--- src/rtl/axi_wr_arbiter.sv ---
// axi_wr_arbiter: two-requester AXI4 write-port arbiter, one burst (AW, W beats, B) at a time, round-robin unless WR_ARB_FIXED_PRIO_EN
module axi_wr_arbiter #(
  parameter int ID_WIDTH   = 4,
  parameter int ADDR_WIDTH = 32,
  parameter int DATA_WIDTH = 32
) (
  input  logic                    clk,
  input  logic                    rst,
  input  logic [1:0]              req_valid,
  output logic [1:0]              req_ready,
  input  logic [2*ADDR_WIDTH-1:0] req_addr,
  input  logic [7:0]              req_len,
  input  logic [2*DATA_WIDTH-1:0] req_wdata,
  input  logic [1:0]              req_wvalid,
  output logic [1:0]              req_wready,
  output logic [1:0]              req_done,
  output logic [1:0]              req_bresp,
  output logic [ID_WIDTH-1:0]     awid_m_inf,
  output logic [ADDR_WIDTH-1:0]   awaddr_m_inf,
  output logic [2:0]              awsize_m_inf,
  output logic [1:0]              awburst_m_inf,
  output logic [3:0]              awlen_m_inf,
  output logic                    awvalid_m_inf,
  input  logic                    awready_m_inf,
  output logic [DATA_WIDTH-1:0]   wdata_m_inf,
  output logic                    wlast_m_inf,
  output logic                    wvalid_m_inf,
  input  logic                    wready_m_inf,
  input  logic [ID_WIDTH-1:0]     bid_m_inf,
  input  logic [1:0]              bresp_m_inf,
  input  logic                    bvalid_m_inf,
  output logic                    bready_m_inf
);
  typedef enum logic [1:0] {IDLE, AW, W, B} state_t;
  state_t state, nxt;
  logic g, win, any;
  logic [ADDR_WIDTH-1:0] addr;
  logic [3:0] len, cnt;
  logic unused_bid;
  assign unused_bid = ^bid_m_inf;
  assign any = |req_valid;
`ifdef WR_ARB_FIXED_PRIO_EN
  assign win = ~req_valid[0];
`else
  logic ptr;
  assign win = req_valid[ptr] ? ptr : ~ptr;
  always_ff @(posedge clk)
    if (rst) ptr <= 1'b0;
    else if (state == B && bvalid_m_inf) ptr <= ~g;
`endif
  always_ff @(posedge clk) begin
    if (rst) begin
      state     <= IDLE;
      g         <= 1'b0;
      addr      <= '0;
      len       <= '0;
      cnt       <= '0;
      req_bresp <= '0;
    end else begin
      state <= nxt;
      if (state == IDLE && any) begin
        g    <= win;
        addr <= win ? req_addr[2*ADDR_WIDTH-1:ADDR_WIDTH] : req_addr[ADDR_WIDTH-1:0];
        len  <= win ? req_len[7:4] : req_len[3:0];
      end
      cnt <= state == AW ? '0 : (wvalid_m_inf && wready_m_inf) ? cnt + 4'd1 : cnt;
      if (state == B && bvalid_m_inf) req_bresp <= bresp_m_inf;
    end
  end
  always_comb begin
    nxt = state;
    case (state)
      IDLE: nxt = any ? AW : IDLE;
      AW:   nxt = awready_m_inf ? W : AW;
      W:    nxt = (wvalid_m_inf && wready_m_inf && wlast_m_inf) ? B : W;
      B:    nxt = bvalid_m_inf ? IDLE : B;
      default: nxt = IDLE;
    endcase
  end
  assign awid_m_inf    = ID_WIDTH'(g);
  assign awaddr_m_inf  = addr;
  assign awlen_m_inf   = len;
  assign awsize_m_inf  = 3'b010;
  assign awburst_m_inf = 2'b01;
  assign awvalid_m_inf = state == AW;
  assign wvalid_m_inf  = state == W && (g ? req_wvalid[1] : req_wvalid[0]);
  assign wdata_m_inf   = state != W ? '0 : g ? req_wdata[2*DATA_WIDTH-1:DATA_WIDTH] : req_wdata[DATA_WIDTH-1:0];
  assign wlast_m_inf   = state == W && cnt == len;
  assign bready_m_inf  = state == B;
  assign req_ready     = (state == IDLE && any && !rst) ? (win ? 2'b10 : 2'b01) : 2'b00;
  assign req_wready    = (state == W && wready_m_inf) ? (g ? 2'b10 : 2'b01) : 2'b00;
  assign req_done      = (state == B && bvalid_m_inf) ? (g ? 2'b10 : 2'b01) : 2'b00;
endmodule
--- config.mk ---
export PLATFORM = sky130hd
export DESIGN_NAME = axi_wr_arbiter
export DESIGN_NICKNAME = d
export VERILOG_FILES = /design/src/rtl/axi_wr_arbiter.sv
export SDC_FILE = /design/constraint.sdc
export NUM_CORES = 1
export LEC_CHECK = 0
export CAP_MARGIN = 40
export CORE_ASPECT_RATIO = 0.5
export CORE_MARGIN = 2
export CORE_UTILIZATION = 31
export DETAILED_ROUTE_END_ITERATION = 12
export GPL_TIMING_DRIVEN = 0
export PLACE_DENSITY = 0.8
export SYNTH_ARGS = -nofsm -noshare
export SYNTH_HDL_FRONTEND = slang
export SYNTH_SLANG_ARGS = --single-unit
--- constraint.sdc ---
create_clock -name clk -period 1.8 [get_ports clk]
set_input_delay 0.27 -clock clk [delete_from_list [all_inputs] [get_ports clk]]
set_output_delay 0.27 -clock clk [all_outputs]
set_load 0.005 [all_outputs]
==> flow_metrics.py <==
metrics = {
    "outcome": {
        "outcome": "complete, but fails checks",
        "violations": "negative setup slack",
    },
    "global_routing": {
        "grt_max_degree": 14,
        "grtUsageTotal_pct": 19.3,
        "grt_pass1_vias": 2960,
        "grt-ovfl-total": 0,
        "top_usage_layer": "met2",
        "met2_usage_pct": 37.5,
        "antenna_found_initial": 0,
        "groute.layer.met3.usage_pct": 5.04,
        "grt_pass1_wl_mm": 14.7,
        "met1_usage_pct": 21.0,
    },
    "logic_synthesis": {
        "synthXorXnorAreaFrac_pct": 2.30,
        "yosys_most_used_dff": "dfxtp_1",
        "synth_simple_gate_area_share_pct": 15.4,
        "syn_area_per_cell_um2": 8.69,
        "yosysSeqAreaShare_pct": 34.5,
        "synthMuxAreaShare_pct": 27.4,
        "synth-seq-cells": 46,
        "syn_area_um2": 2670,
        "synth_top_family_by_area": "multiplexers",
        "synth_cell_types": 30,
        "synth_compound_area_share_pct": 11.4,
        "synth_adder_area_share_pct": 0.469,
        "syn-instance-count": 307,
        "synthArstFlopShare_pct": 0,
        "synth_edf_count": 0,
        "synth_warnings": 0,
    },
    "setup_path": {
        "start_kind": "flop",
        "end_kind": "output pin",
        "crit_path_start": "state[0]",
        "critPathTopFamily": "simple AND/OR/NAND/NOR gates",
        "critPathRequiredTime_ns": 1.53,
        "path_class": "flop to output pin",
        "cp_data_arrival_time_ns": 1.62,
        "critical_path.max_fanout": 10,
        "slowest_delay_ns": 0.58,
        "worstPathCellList": "buf_6 > or4_4 > nor2b_1 > buf_2",
        "path_buf_inv": 2,
        "r2r_start": "state[0]",
        "cp_slowest_cell": "or4_4",
    },
    "hold_path": {
        "worstHoldStart": "bvalid_m_inf",
        "hold_path_class": "input port to flop",
    },
    "power": {
        "p_leak_nw": 2.60,
        "totalPowerFinal_mw": 3.31,
        "power_density_nw_per_um2": 600,
        "ir_drop_v": 0.000561,
    },
    "clock_tree": {
        "cts.htree.levels": 2,
        "cts_inserted_buffers": 5,
        "postCtsHoldBufs": 0,
        "cts_tree": "yes",
        "cts_sinks": 46,
        "cts_buffer_depth": 2,
        "cts_root_buf": "clkbuf_16",
        "clkTransAtPathRegs_ns": 0.06,
        "clock_latency_ns": 0.28,
    },
    "drt": {
        "wl_mm": 9.66,
        "first_pass_iters": 4,
        "wl_per_cell_um": 14.4,
        "viasPerCell": 4.43,
        "ant_nets": 0,
        "drt-initial-drc-count": 68,
        "drc": 0,
        "via_count": 2970,
    },
    "timing": {
        "fmax_mhz": 528,
        "setup_tns_ns": -0.0960,
        "setup_slack_ns": -0.0932,
        "rsz0062_at_grt": "yes",
        "period_share_pct": 105,
        "setup_viol": 2,
        "finalClockSkew_ns": 0.00572,
        "slew_violations": 0,
        "period_minus_slack_ns": 1.89,
        "hold_violations": 0,
    },
    "die": {
        "design.core.area_um2": 8170,
        "rows": 23,
        "num_io_pins": 240,
        "start_util_pct": 32.7,
        "fp.dieArea_um2": 9410,
        "die_height_um": 69.6,
        "dieWidth_um": 135,
    },
    "placement": {
        "gp_congestion": 0.800,
        "numPortBuffers": 227,
        "hpwlAfterDp_mm": 7.69,
        "dpl_worst_slack_ns": -0.706,
        "placed_cells": 652,
    },
    "finish": {
        "area_delta_synth_final_pct": 107,
        "drive_above_1_share_pct": 17.4,
        "num_antenna_cells": 0,
        "final_nets": 709,
        "fillCellCount": 669,
        "final_cells": 670,
    },
    "job": {
        "maxCapViolCount": 0,
    },
}
## layer usage
layer | share of wire (%) | vias to the layer above | wire length, µm
met3 | 7.4 | 12 | 715
met2 | 52 | 106 | 5020
li1 | - | 1526 | -
met5 | 0 | - | 0
met4 | 1.3 | 0 | 124
met1 | 39 | 1326 | 3810
## cell usage after synthesis, drive strengths merged, types with 2 or more instances
cell type	n	area (µm²)
nand2	39	146
clkbuf	8	30.0
o21ai	37	260
inv	3	11.3
conb	2	7.51
dfxtp	46	921
nor3	2	10.0
nor2	48	180
xnor2	7	61.3
mux2i	73	731
nand3	2	10.0
a21oi	3	15.0
buf	23	179
nor2b	2	12.5
## cell families after synthesis
family | after synthesis
and+or+nand+nor | 100
muxes | 73
DFF | 46
AOI/OAI and AO/OA | 44
buffers and inverters | 34
xor gates and xnor gates | 7
other | 2
adders and majority gates | 1
## layout make-up
type	instances	area [µm²]	share of cell area [%]
timing repair buffer	240	2370	43.0
multi-input combinational	233	1630	29.6
sequential	46	928	16.8
buffer	28	285	5.17
clock buffer	7	143	2.58
tap	112	140	2.54
inverter	3	11.3	0.204
clock inverter	1	5.00	0.0907
## tightest hold or removal path, stage by stage
cell and delay, ns:
dlymetal6s2s_1 0.17, nand2_1 0.08, a22oi_1 0.05, nor2_1 0.08
## power by group
part	internal [mW]	switching [mW]	leakage (nW)
registers	1.12	0.0519	0.381
logic	0.784	0.445	2.14
clock network	0.550	0.360	0.0739
total	2.45	0.857	2.60
## path summary, 6_finish.rpt
| check | to | slack [ns] | cells after the start |
|---|---|---|---|
| min | state[1] | 0.41 | 4 |
| max | req_ready[0] | -0.09 | 4 |
| max reg2reg | awaddr_m_inf[10] | 0.09 | 5 |
| min reg2reg | awaddr_m_inf[30] | 0.45 | 2 |
## layout by cell type (no fill, tap or decap), types with 2 or more instances in the layout
master and instances:
dfxtp_1 40, nor2_2 2, conb_1 8, clkdlybuf4s50_1 186, dlymetal6s2s_1 21, clkbuf_2 11, dfxtp_2 6, o21ai_0 17
mux2i_4 3, buf_2 4, nor2_1 45, xnor2_1 7, mux2i_2 3, buf_6 6, a21oi_1 3, clkbuf_8 2
nand2_1 39, clkbuf_16 5, mux2i_1 67, inv_1 3, clkbuf_1 4, nor3_1 2, buf_8 3, buf_4 20
buf_12 5, o21ai_2 20, dlygate4sd2_1 8
## per-stage QoR
step	hold WS [ns]	cell area [µm²]	utilization, %
2_1_floorplan	0.342	2690	-
3_3_place_gp	0.435	5100	62.4
3_5_place_dp	0.440	5100	62.4
4_1_cts	0.453	5400	66.0
5_1_grt	0.431	5520	67.5
6_report	0.409	5520	67.5
## what timing repair did
action | CTS | global route
gates resized for setup | 66 | 60
setup buffers | 8 | 4
pin swaps | 4 | 1
cloned | 0 | 1
setup endpoints to repair | 40 | 34
## state kept, by name, summed over array words and instances (netlist names)
register      cells
awaddr_m_inf     32
awlen_m_inf       4
cnt               4
req_bresp         2
state             2
g                 1
ptr               1
Note: power is estimated with default switching activity, not from simulation.
